--- src/rtl/bandai_bank_sequencer.sv ---
// Bandai mapper bank sequencer: unlocks the mapper, verifies its serial response,
// loads the four boot bank values, then arbitrates bank writes from two requesters.
// Latency: a grant cycle, then cycle A and cycle B on the bus. Backpressure: READYx is
// only offered in OPER while the bus is idle. A requester that drops VALID before READY is forgotten.
//
// Ports:
//   CLK, RSTn                     clock (posedge), async active-low reset
//   SO                            mapper serial response, sampled on posedge
//   REQx_VALID/SEL/DATA/READY     bank-write request handshake, x = 0, 1
//   BUS_ADDR, BUS_DQ_O, BUS_DQ_OE mapper address, data drive value and drive enable
//   BUS_CEn, BUS_WEn, BUS_OEn     mapper strobes, active-low
//   BUSY, ERR                     sequence in progress / sticky unlock failure
module bandai_bank_sequencer #(
  parameter logic [7:0] INIT_LAO  = 8'hFF,
  parameter logic [7:0] INIT_RAM  = 8'hFF,
  parameter logic [7:0] INIT_ROM0 = 8'hFF,
  parameter logic [7:0] INIT_ROM1 = 8'hFF
) (
  input  logic       CLK,
  input  logic       RSTn,
  input  logic       SO,
  input  logic       REQ0_VALID,
  input  logic [1:0] REQ0_SEL,
  input  logic [7:0] REQ0_DATA,
  output logic       REQ0_READY,
  input  logic       REQ1_VALID,
  input  logic [1:0] REQ1_SEL,
  input  logic [7:0] REQ1_DATA,
  output logic       REQ1_READY,
  output logic [7:0] BUS_ADDR,
  output logic [7:0] BUS_DQ_O,
  output logic       BUS_DQ_OE,
  output logic       BUS_CEn,
  output logic       BUS_WEn,
  output logic       BUS_OEn,
  output logic       BUSY,
  output logic       ERR
);

  typedef enum logic [2:0] {UNLK1, UNLK2, CHECK, INIT, OPER, FAIL} state_t;
  // Write sub-phase: NONE = no write, A = CEn low, B = CEn+WEn low, GAP = idle spacer in INIT.
  typedef enum logic [1:0] {PH_NONE, PH_A, PH_B, PH_GAP} phase_t;

  // Expected mapper response, bit i is compared against SO in check cycle i.
  localparam logic [17:0] CHECK_PAT = 18'h05140;

  // run is low while in reset and rises on the first edge after release, so the
  // state register can sit in UNLK1 during reset while the outputs stay idle.
  logic       run, run_n;
  state_t     state, state_n;
  phase_t     phase, phase_n;
  logic [4:0] bitcnt, bitcnt_n;
  logic [1:0] wsel, wsel_n;
  logic [7:0] wdat, wdat_n;
  logic       ptr, ptr_n;

  logic grant0, grant1, oper_idle;

  function automatic logic [7:0] init_val(input logic [1:0] idx);
    case (idx)
      2'd0:    init_val = INIT_LAO;
      2'd1:    init_val = INIT_RAM;
      2'd2:    init_val = INIT_ROM0;
      default: init_val = INIT_ROM1;
    endcase
  endfunction

  always_ff @(posedge CLK or negedge RSTn) begin
    if (!RSTn) begin
      run    <= 1'b0;
      state  <= UNLK1;
      phase  <= PH_NONE;
      bitcnt <= 5'd0;
      wsel   <= 2'd0;
      wdat   <= 8'h00;
      ptr    <= 1'b0;
    end else begin
      run    <= run_n;
      state  <= state_n;
      phase  <= phase_n;
      bitcnt <= bitcnt_n;
      wsel   <= wsel_n;
      wdat   <= wdat_n;
      ptr    <= ptr_n;
    end
  end

  // Round-robin: ptr names the preferred requester; a lone requester always wins.
  assign grant0    = REQ0_VALID & (~ptr | ~REQ1_VALID);
  assign grant1    = REQ1_VALID & (ptr | ~REQ0_VALID);
  assign oper_idle = run & (state == OPER) & (phase == PH_NONE);

  assign REQ0_READY = oper_idle & grant0;
  assign REQ1_READY = oper_idle & grant1 & ~grant0;

  // Next-state logic
  always_comb begin
    run_n    = run;
    state_n  = state;
    phase_n  = phase;
    bitcnt_n = bitcnt;
    wsel_n   = wsel;
    wdat_n   = wdat;
    ptr_n    = ptr;

    if (!run) begin
      run_n   = 1'b1;
      state_n = UNLK1;
      phase_n = PH_NONE;
    end else begin
      case (state)
        UNLK1: state_n = UNLK2;
        UNLK2: begin
          state_n  = CHECK;
          bitcnt_n = 5'd0;
        end
        CHECK: begin
          if (SO != CHECK_PAT[bitcnt]) begin
            state_n = FAIL;
          end else if (bitcnt == 5'd17) begin
            state_n = INIT;
            phase_n = PH_A;
            wsel_n  = 2'd0;
            wdat_n  = init_val(2'd0);
          end else begin
            bitcnt_n = bitcnt + 5'd1;
          end
        end
        INIT: begin
          // wsel doubles as the boot register index; the last write drops
          // straight into OPER without a trailing gap.
          case (phase)
            PH_A: phase_n = PH_B;
            PH_B: begin
              if (wsel == 2'd3) begin
                state_n = OPER;
                phase_n = PH_NONE;
              end else begin
                phase_n = PH_GAP;
                wsel_n  = wsel + 2'd1;
                wdat_n  = init_val(wsel + 2'd1);
              end
            end
            default: phase_n = PH_A;
          endcase
        end
        OPER: begin
          // After cycle B we return to idle; that idle cycle is the bus gap
          // and is also where the next grant can be offered.
          case (phase)
            PH_NONE: begin
              if (REQ0_READY) begin
                wsel_n  = REQ0_SEL;
                wdat_n  = REQ0_DATA;
                ptr_n   = 1'b1;
                phase_n = PH_A;
              end else if (REQ1_READY) begin
                wsel_n  = REQ1_SEL;
                wdat_n  = REQ1_DATA;
                ptr_n   = 1'b0;
                phase_n = PH_A;
              end
            end
            PH_A:    phase_n = PH_B;
            default: phase_n = PH_NONE;
          endcase
        end
        FAIL:    state_n = FAIL;
        default: state_n = FAIL;
      endcase
    end
  end

  // Bus and status decode; everything is derived from async-reset state so
  // reset idles the bus immediately, even mid-write.
  always_comb begin
    BUS_ADDR  = 8'h00;
    BUS_DQ_O  = 8'h00;
    BUS_DQ_OE = 1'b0;
    BUS_CEn   = 1'b1;
    BUS_WEn   = 1'b1;
    BUS_OEn   = 1'b1;
    BUSY      = 1'b0;
    ERR       = 1'b0;

    if (run) begin
      case (state)
        UNLK1: begin
          BUS_ADDR = 8'h5A;
          BUSY     = 1'b1;
        end
        UNLK2: begin
          BUS_ADDR = 8'hA5;
          BUSY     = 1'b1;
        end
        CHECK: BUSY = 1'b1;
        INIT:  BUSY = 1'b1;
        OPER:  BUSY = (phase != PH_NONE);
        FAIL:  ERR  = 1'b1;
        default: ERR = 1'b1;
      endcase

      if ((state == INIT || state == OPER) && (phase == PH_A || phase == PH_B)) begin
        BUS_ADDR  = {6'b110000, wsel};
        BUS_DQ_O  = wdat;
        BUS_DQ_OE = 1'b1;
        BUS_CEn   = 1'b0;
        BUS_WEn   = (phase != PH_B);
      end
    end
  end

endmodule

--- config.mk ---
export PLATFORM = sky130hd
export DESIGN_NAME = bandai_bank_sequencer
export DESIGN_NICKNAME = d
export VERILOG_FILES = /design/src/rtl/bandai_bank_sequencer.sv
export SDC_FILE = /design/constraint.sdc
export NUM_CORES = 1
export LEC_CHECK = 0
export CORE_MARGIN = 2
export CORE_UTILIZATION = 43
export CTS_CLUSTER_DIAMETER = 50
export DETAILED_ROUTE_END_ITERATION = 12
export GPL_ROUTABILITY_DRIVEN = 0
export PLACE_DENSITY = 0.76
export SYNTH_ARGS = -nofsm -noshare
export SYNTH_HDL_FRONTEND = slang
export SYNTH_SLANG_ARGS = --single-unit
--- constraint.sdc ---
create_clock -name CLK -period 2 [get_ports CLK]
set_input_delay 0.2 -clock CLK [delete_from_list [all_inputs] [get_ports CLK]]
set_output_delay 0.2 -clock CLK [all_outputs]
set_load 0.05 [all_outputs]
; ---- After elaboration in Yosys (flattened, before gate mapping)
; Memories as Yosys holds them, arrays and structs flattened.
; Index checks and enable logic that the tools add are counted.
[word_totals]
reg_bits = 22
mem_bits_ro = 32
input_bits = 25
n_memories = 1
[classes]
addsub = 2
n_lt_le_gt_ge = 1
n_eq_ne = 25
n_mux = 52
bitwise_logic = 13
n_reduce_logical = 16
[mem_list]
columns = name, depth, word_bits, read_ports, rd_ports_with_merged_regs, write_ports, line
row1 = (no name shown), 32, 1, 1, 0, 0, 118  ; if (SO != CHECK_PAT[bitcnt]) begin
[ops]
columns = operator, n
row1 = 2-to-1 mux 8 bit, 11
row2 = 2-to-1 mux 2 bit, 13
row3 = case mux 8 bit (3 select lines), 1
row4 = case mux 8 bit (2 select lines), 1
row5 = AND reduction 4 bit, 4
row6 = 2-to-1 mux 3 bit, 5
row7 = case mux 3 bit (5 select lines), 1
row8 = 2-to-1 mux 1 bit, 12
row9 = != test 2 bit (second input constant), 6
row10 = != test 3 bit (second input constant), 4
row11 = case mux 2 bit (3 select lines), 2
row12 = 2-to-1 mux 5 bit, 2
row13 = case mux 5 bit (2 select lines), 1
row14 = case mux 2 bit (2 select lines), 2
row15 = AND reduction 8 bit, 1
row16 = AND 1 bit, 7
row17 = equality test 3 x 2 -> 1 bit (second input constant), 2
row18 = < comparator 5 x 6 -> 1 bit (second input constant), 1
row19 = nonzero test 2 bit, 3
row20 = adder 5 x 1 -> 5 bit (second input constant), 1
row21 = equality test 5 bit (second input constant), 1
row22 = != test 5 bit (second input constant), 1
row23 = OR reduction 5 bit, 1
row24 = equality test 2 bit (second input constant), 2
row25 = 18 further kinds, 24

; ---- Logic depth before layout (Yosys ltp)
; Gate-level depths: netlist of the first run.
[depth]
ltp_word = 10
depth_mapped = 8

; ---- Worst setup path before layout of the first run
; Ideal clock, no wire load.
[synth_path]
path_type = reg-to-reg
from = register phase[1]
to = register ptr
setup_time_ns = 0.259
arrival_time_ns = 3.463
required_time_ns = 1.741
slack_ns = -1.723
stages_incl_launch_ff = 6
period_less_slack_ns = 3.723
path_cell_list = dfrtp_1 > inv_1 > ha_1 > nand3_1 > a2111oi_0 > o21ai_0
[synth_between]
elab_chain_len = 6
[synth_rtl]
columns = element, line
row1 = from (decl), 51  ; phase_t phase, phase_n;
row2 = from (signal assigned), 80  ; phase <= phase_n;
row3 = logical NOT 2 bit, 91  ; assign oper_idle = run & (state == OPER) & (phase == PH_NONE);
row4 = AND 1 bit, 91
row5 = AND 1 bit (2 in series), 94  ; assign REQ1_READY = oper_idle & grant1 & ~grant0;
row6 = net REQ1_READY, 29  ; output logic REQ1_READY,
row7 = nonzero test 2 bit (no source line), --
row8 = AND reduction 4 bit (no source line), --
row9 = to (signal assigned), 84  ; ptr <= ptr_n;
row10 = to (decl), 55  ; logic ptr, ptr_n;
; The timed path passes the listed nets, and every way through them passes these cells.
; A chain may end at the register's enable or synchronous reset.

; ---- Worst setup path in the final report of the first run
[layout_path]
from = register bitcnt[1]
to = register wdat[7]
[layout_between]
elab_chain_len = 5
[layout_rtl]
columns = element, line
row1 = from (decl), 52  ; logic [4:0] bitcnt, bitcnt_n;
row2 = from (signal assigned), 81  ; bitcnt <= bitcnt_n;
row3 = memory read (32 x 1 bit), --
row4 = 2-to-1 mux 1 bit (not written as such), 118
row5 = != test 1 bit, 118
row6 = != test 2 bit (no source line), --
row7 = AND reduction 8 bit (no source line) (*), --
row8 = to (signal assigned), 83  ; wdat <= wdat_n;
row9 = to (decl), 54  ; logic [7:0] wdat, wdat_n;
; Mark *: on every way between the ends. The rest lies on a longest branch, timed or not. The select of a mux whose other input is x is not followed.

==> flow_summary.yaml, run 1 <==
finish:
  nets: 321
  final_common_cell: "buf_4"
  design_area_um2: 2980
  final_cell_mix: "44 x buf_4, 25 x nand2_1, 24 x clkdlybuf4s50_1"
  antenna_cells: 0
  fillers: 229
  drive_above_1_share: 0.437
  syn2layout_area_growth_pct: 75.1
sta:
  fmax_mhz: 508
  clock_skew_ps: 2.98
  finalSetupViolations: 0
  finalMaxSlewViolations: 0
  layout_setup_ws_ps: 32.7
  finalCritPeriodShare: 0.984
  hold_viol: 0
  finalSetupTns_ps: 0
  rsz0062_at_grt: "true"
  finalCriticalPeriod_ps: 1970
synthesis:
  synth_edf_count: 0
  synthFlopType: "dfrtp_1"
  yosys_warnings: 0
  synth-seq-cells: 22
  netlist_instances: 198
  synthArstFlopShare: 1.00
  ys_seq_area_frac: 0.323
  synth_cell_types: 54
  syn_area_per_cell_um2: 8.60
  netlist_area_um2: 1700
critical_path:
  critical-path-max-stage-delay_ps: 380
  cp_data_arrival_time_ps: 2120
  path_max_fanout: 9
  cp_cell_sequence: "inv_1 -> ha_2 -> and4bb_1 -> a311oi_4 -> nor3_4 -> o21ai_4 -> buf_12 -> mux2_4"
  cp-end-kind: "flop"
  crit_type: "reg2reg"
  cpMaxStageDelayCell: "dfrtp_1"
  cp-start-kind: "flop"
  required_ps: 2150
routing:
  routed_wl_um: 5690
  wl_per_cell_um: 17.0
  drc: 0
  dr.pass1.iters: 4
  drtIter0Drc: 125
  ant_nets: 0
  routed-via-count: 1845
  viasPerCell: 5.52
clock_tree:
  cts-buffers-inserted: 3
  htree_levels: 1
  clk_path_buf_depth: 2
  clkTransAtPathRegs_ps: 80
  insertion_delay_ps: 260
  ctsHoldBuffers: 0
  clock-root-buffer: "clkbuf_8"
  cts_tree: "yes"
  cts_num_sinks: 22
grt:
  antenna_found_initial: 0
  grt_pass1_vias: 1748
  grt_max_degree: 23
  grt_pass1_wl_um: 8340
  grtUsageTotal: 0.250
  grt_overflow: 0
placed_design:
  place_ws_ps: -42.5
  placedInstanceArea_um2: 2710
  dp_hpwl_um: 4010
  numPortBuffers: 47
floorplan:
  row_count: 22
  die_area_um2: 4480
  die_width_um: 66.9
  die_h_um: 66.9
  start_util: 0.455
  coreArea_um2: 3740
  io_pins: 49
pwr:
  power_density_nw_per_um2: 630
  leakage_nw: 1.32
  peakVddDrop_v: 0.000488
hold_path:
  min_path_type: "in2async"
status:
  outcome: "finished, final reports clean"
job:
  maxCapViolations: 0
==> state kept, by name (all words and copies together), names as in the netlist <==
signal and cells:
wdat 8, bitcnt 5, state 3, phase 2
wsel 2, ptr 1, run 1
==> metal layers <==
metal	share of wire	global-route usage	up-vias
met3	0.054	0.0473	15
met2	0.54	0.448	76
met4	0.020	0.0689	0
met1	0.39	0.305	871
li1	-	-	883
met5	0	0	-
==> what timing repair did <==
action | CTS | global route
setup endpoints to repair | 25 | 31
pin swaps | 2 | 6
buffers inserted | 3 | 16
resized for setup | 9 | 15
==> per-stage QoR <==
| step | util | total power, W | cells | hold slack [ps] |
|---|---|---|---|---|
| global route | 0.796 | 0.00199 | 334 | 325 |
| detailed placement | 0.724 | 0.00145 | 311 | 492 |
| CTS | 0.751 | 0.00179 | 318 | 315 |
| global placement | 0.724 | 0.00142 | 311 | 490 |
| finish | 0.796 | 0.00188 | 334 | 307 |
| floorplan | - | 0.00110 | 199 | -95.6 |
==> where the power goes <==
part           internal [W]  switching [W]  leakage [nW]
combinational      0.000466       0.000464          1.03
clock              0.000175       0.000144        0.0288
sequential         0.000544      0.0000850         0.262
==> synthesized netlist by cell type, types with 2 or more instances <==
master / n / area, µm²
nand2_1: 28 / 105
dfrtp_1: 22 / 551
nand3_1: 15 / 75.1
inv_1: 12 / 45.0
o21ai_0: 12 / 60.1
and3_1: 10 / 62.6
ha_1: 9 / 113
mux2_2: 9 / 101
nor2_1: 9 / 33.8
a21oi_1: 6 / 30.0
clkbuf_1: 4 / 15.0
buf_4: 3 / 22.5
o211ai_1: 3 / 22.5
o2bb2ai_1: 3 / 26.3
a21bo_2: 2 / 20.0
a31oi_1: 2 / 12.5
and2_1: 2 / 12.5
buf_2: 2 / 10.0
clkinv_1: 2 / 7.51
mux2i_1: 2 / 20.0
nand4_1: 2 / 12.5
nor2b_1: 2 / 12.5
nor3_1: 2 / 10.0
o2111ai_1: 2 / 17.5
o21a_1: 2 / 15.0
or2_2: 2 / 12.5
or3_1: 2 / 12.5
==> area by class of cell <==
class                           instances  area [µm²]  area share
Multi-Input combinational cell        153        1220       0.408
Timing Repair Buffer                   93        1030       0.346
Sequential cell                        22         554       0.186
Inverter                               14        62.6      0.0210
Tap cell                               48        60.1      0.0201
Clock buffer                            4        55.1      0.0185
==> path summary, 6_finish.rpt <==
kind                       startpoint       end  slack, ps  cells after the start
setup / recovery            bitcnt[1]   wdat[7]         30                      8
hold / removal                   RSTn   wdat[7]        310                      2
setup reg to reg            bitcnt[1]   wdat[7]         30                      8
hold reg to reg               wdat[7]   wdat[7]        520                      1
max in group asynchronous        RSTn  state[0]       1440                      2
min in group CLK              wdat[7]   wdat[7]        520                      1
==> critical path, delay by kind of cell (launching register included) <==
family                   cells  cell delay [ps]
flip-flops                   1              380
buffers and inverters        2              220
multiplexers                 1              300
AO/OA/AOI/OAI                2              450
adder cells (fa/ha/maj)      1              160
AND/OR/NAND/NOR              2              340
==> cells by family (layout without fill, tap and decap cells) <==
logic type | count (synthesis) | after routing | synth area share
fa+ha+maj | 9 | 9 | 0.0661
flops | 22 | 22 | 0.323
xor+xnor | 1 | 1 | 0.00514
compound gates | 46 | 46 | 0.202
mux | 11 | 11 | 0.0713
buf+inv | 24 | 111 | 0.0654
other cells | 1 | 2 | 0.00220
simple gates | 84 | 84 | 0.265
Note: power is estimated with default switching activity, not from simulation.
==> run 2, diff against run 1 <==
CORE_MARGIN = not set   (was 2)
CTS_CLUSTER_SIZE = 24   (was not set)
==> run 2 against run 1 <==
Net effect: clock power increased by 6%; the run now ends with setup timing left; highest routed layer unchanged; fmax decreased by 8.2%; total power increased by 1.3%; utilization increased by 1.1 points; non-clock buffer count decreased by 2; count of clock-buffer cells in the layout unchanged.
==> flow_summary.yaml, run 2 (synthesized netlist as in run 1, its figures left out) <==
clock_tree:
  clock-root-buffer: "clkbuf_8"
  clkTransAtPathRegs_ps: 90
  clk_path_buf_depth: 2
  cts_tree: "yes"
  insertion_delay_ps: 270
  cts-buffers-inserted: 3
  htree_levels: 1
  cts_num_sinks: 22
  ctsHoldBuffers: 0
finish:
  regMostFlops: "wdat"
  largest_register_ff_count: 8
  final_common_cell: "buf_4"
  antenna_cells: 0
  final_cell_mix: "41 x buf_4, 26 x nand2_1, 24 x clkdlybuf4s50_1"
  syn2layout_area_growth_pct: 76.2
  largest_registers: "wdat: 8 flops, bitcnt: 5 flops, state: 3 flops"
  drive_above_1_share: 0.426
  fillers: 203
  nets: 319
sta:
  finalMaxSlewViolations: 0
  finalSetupTns_ps: -1580
  hold_ws_ps: 272
  layout_setup_ws_ps: -143
  finalCritPeriodShare: 1.07
  hold_viol: 0
  fmax_mhz: 467
  finalSetupViolations: 18
  finalCriticalPeriod_ps: 2140
  clock_skew_ps: 4.22
  rsz0062_at_grt: "true"
grt:
  grt_overflow: 0
  antenna_found_initial: 0
  grt_pass1_wl_um: 8570
  grt_pass1_vias: 1768
  grt_max_degree: 23
  grtUsageTotal: 0.266
critical_path:
  critical-path-max-stage-delay_ps: 410
  cp-end-kind: "flop"
  cp-start-kind: "flop"
  path_max_fanout: 5
  cp_data_arrival_time_ps: 2310
  cp_cell_sequence: "buf_6 -> ha_4 -> or2_4 -> a311oi_4 -> nor3_4 -> o21ai_4 -> clkbuf_16 -> mux2_4"
  crit_type: "reg2reg"
  required_ps: 2170
  cpMaxStageDelayCell: "dfrtp_1"
placed_design:
  dp_hpwl_um: 3880
  numPortBuffers: 47
  place_ws_ps: -68.0
routing:
  ant_nets: 0
  drtIter0Drc: 96
  routed_wl_um: 5740
  routed-via-count: 1822
  dr.pass1.iters: 4
  drc: 0
  viasPerCell: 5.49
  wl_per_cell_um: 17.3
pwr:
  power_frac_seq: 0.329
  combPwrFrac: 0.494
  p_int_w: 0.00119
  clockPowerShare: 0.177
  netSwitchingPower_w: 0.000713
  leakage_nw: 1.33
  switching_share: 0.375
  peakVddDrop_v: 0.000514
  power_density_nw_per_um2: 634
  finalPower_w: 0.00190
floorplan:
  die_width_um: 64.9
  io_pins: 49
  die_area_um2: 4220
  coreArea_um2: 3720
  start_util: 0.458
  row_count: 22
  die_h_um: 64.9
status:
  outcome: "complete, but fails checks"
  violations: "setup timing"
hold_path:
  min_path_type: "in2async"
job:
  maxCapViolations: 0
==> run 2: per-stage QoR <==
stage	instance area (µm²)	util	cells
detailed placement	2710	0.730	311
global placement	2710	0.730	311
finish	3000	0.807	332
floorplan	1820	-	199
CTS	2850	0.767	321
global route	3000	0.807	332
==> run 2: what timing repair did <==
action	4_1_cts	5_1_grt
setup buffers	6	10
setup endpoints to repair	35	32
pin swaps	4	12
resized for setup	12	14
gates cloned	0	1
==> run 2: power groups by stage <==
stage	Clock [W]	Combinational [W]	Sequential (W)
after floorplan	0	0.000500	0.000599
after global placement	0	0.000786	0.000630
after detailed placement	0	0.000809	0.000634
after CTS	0.000335	0.000857	0.000623
after global routing	0.000355	0.00100	0.000638
final	0.000338	0.000939	0.000626
==> run 2: per-layer routing <==
metal | up-vias | global-route usage | part of all wire
met2 | 55 | 0.456 | 0.51
met1 | 874 | 0.338 | 0.43
met4 | 0 | 0.100 | 0.025
met3 | 15 | 0.0317 | 0.035
met5 | - | 0 | 0
li1 | 878 | - | -
==> run 2: area by class of cell <==
| cell class | instances | area, µm² | share of cell area |
|---|---|---|---|
| Timing Repair Buffer | 91 | 1050 | 0.349 |
| Multi-Input combinational cell | 153 | 1220 | 0.408 |
| Sequential cell | 22 | 554 | 0.185 |
| Inverter | 14 | 58.8 | 0.0196 |
| Tap cell | 48 | 60.1 | 0.0200 |
| Clock buffer | 4 | 55.1 | 0.0183 |
==> run 2: worst paths after layout <==
kind	depth (start not counted)	slack, ps	to	start
worst max-delay path	8	-140	wdat[0]	bitcnt[1]
worst min-delay path	2	270	wdat[5]	RSTn
worst max register to register	8	-140	wdat[0]	bitcnt[1]
worst min register to register	1	510	wdat[3]	wdat[3]
max in group asynchronous	2	1470	state[2]	RSTn
min in group CLK	1	510	wdat[3]	wdat[3]
==> run 2: critical path, delay by kind of cell, from the launching register on <==
family          cells  cell delay, ps
compound gates      2             500
flops               1             410
simple gates        2             370
buf+inv             2             320
mux                 1             290
fa+ha+maj           1             140
==> run 3, diff against run 2 <==
CORE_UTILIZATION = 30   (was 43)
PLACE_DENSITY = not set   (was 0.76)
==> run 3 against run 2 <==
Net effect: the run now ends clean; via count is 1.8% lower; design area is 0.50% higher; clock skew is 0.90 ps lower; non-clock buffer count is 2 lower; critical path depth is 1 higher; utilization is 26 points lower; die area is 42% higher; count of clock-buffer cells in the layout stayed put; sequential share of layout area is 0.092 points lower; flip-flop and latch count stayed put; worst hold slack better by 3.1 ps; first-iteration DRC count is 14% lower; largest power group unchanged; highest routed layer unchanged.
==> flow_summary.yaml, run 3 (synthesized netlist as in run 1, its figures left out) <==
floorplan:
  io_pins: 49
  coreArea_um2: 5470
  die_width_um: 77.3
  die_h_um: 77.3
  die_area_um2: 5980
  row_count: 27
  start_util: 0.311
grt:
  grt_max_degree: 23
  grt_pass1_vias: 1686
  grtUsageTotal: 0.175
  grt_pass1_wl_um: 8250
  grt_overflow: 0
  antenna_found_initial: 0
clock_tree:
  clk_path_buf_depth: 2
  clkTransAtPathRegs_ps: 80
  insertion_delay_ps: 270
  cts_tree: "yes"
  clock-root-buffer: "clkbuf_8"
  cts_num_sinks: 22
  cts-buffers-inserted: 3
  htree_levels: 1
  ctsHoldBuffers: 0
finish:
  regMostFlops: "wdat"
  nets: 317
  largest_register_ff_count: 8
  regArea_um2: 554
  instances_no_fill: 354
  final_cell_mix: "40 x buf_4, 26 x nand2_1, 24 x clkdlybuf4s50_1"
  utilization: 0.551
  syn2layout_area_growth_pct: 77.1
  antenna_cells: 0
  design_area_um2: 3020
  largest_registers: "wdat: 8 flops, bitcnt: 5 flops, state: 3 flops"
  final_common_cell: "buf_4"
  multiInputGateArea_um2: 1240
  fillers: 488
  drive_above_1_share: 0.440
critical_path:
  required_ps: 2160
  cp_cell_sequence: "inv_2 -> ha_2 -> or2_4 -> and4_4 -> nor3_4 -> buf_6 -> buf_6 -> a31oi_1 -> o221a_2"
  path_max_fanout: 8
  cp_data_arrival_time_ps: 2150
  cp-start-kind: "flop"
  crit_type: "reg2reg"
  crit_family: "simple AND/OR/NAND/NOR gates"
  path_buf_inv: 3
  critical_path.most_common_cell: "buf_6"
  cpMaxStageDelayCell: "dfrtp_1"
  critical-path-max-stage-delay_ps: 360
  cp-end-kind: "flop"
routing:
  wl_per_cell_um: 14.8
  dr.pass1.iters: 5
  drc: 0
  routed_wl_um: 5230
  drtIter0Drc: 83
  viasPerCell: 5.05
  ant_nets: 0
  routed-via-count: 1789
sta:
  finalSetupTns_ps: 0
  finalCritPeriodShare: 0.993
  rsz0062_at_grt: "true"
  hold_viol: 0
  finalMaxSlewViolations: 0
  finalCriticalPeriod_ps: 1990
  fmax_mhz: 503
  finalSetupViolations: 0
  clock_skew_ps: 3.33
  layout_setup_ws_ps: 13.3
placed_design:
  placedInstanceArea_um2: 2750
  placed_cells: 338
  numPortBuffers: 47
  place_ws_ps: -144
  dp_hpwl_um: 4000
status:
  outcome: "finished, final reports clean"
job:
  maxCapViolations: 0
pwr:
  peakVddDrop_v: 0.000489
  power_density_nw_per_um2: 624
  leakage_nw: 1.30
hold_path:
  min_path_type: "in2async"
[run 3: changes by cell type in the layout (fill, tap and decap cells not counted), sizes merged]
cell,change
buf,-3
clkbuf,+1
clkinv,-1
clkinvlp,+1
[run 3: report_power, final]
group          total, W  switching, W  internal, W
Sequential     0.000626     0.0000821     0.000544
Clock          0.000330      0.000154     0.000176
Combinational  0.000924      0.000453     0.000471
[run 3: per-stage QoR]
stage	hold WS, ps	total power, W
CTS	286	0.00182
finish	275	0.00188
floorplan	-95.6	0.00110
global placement	489	0.00144
detailed placement	495	0.00146
global route	300	0.00198
[run 3: layer usage]
metal  vias to the layer above  global-route usage  part of all wire
li1                        875                   -                 -
met1                       852               0.228              0.45
met2                        53               0.298              0.49
met3                         9              0.0329             0.043
met4                         0              0.0377             0.011
met5                         -                   0                 0
[run 3: final timing paths]
check	endpoint	slack [ps]	cells after the start	start
max reg2reg	wsel[0]	10	9	bitcnt[0]
min	wdat[0]	280	2	RSTn
max in group asynchronous	state[1]	1470	2	RSTn
min reg2reg	wdat[1]	510	1	wdat[1]
max	wsel[0]	10	9	bitcnt[0]
min in group CLK	wdat[1]	510	1	wdat[1]
[run 3: timing repair]
item / in CTS / in global routing
pin swaps: 5 / 7
endpoints found under the setup margin: 30 / 34
setup buffers: 7 / 5
gates resized for setup: 12 / 18
gates cloned: 0 / 0
endpoints found under the hold margin: 0 / 0
[run 3: final cells by class]
cell class	instances	area share
clock buffers	4	0.0183
well taps	72	0.0299
flip-flops and latches	22	0.184
inverters	14	0.0203
repair buffers	89	0.336
multi-input cells	153	0.412
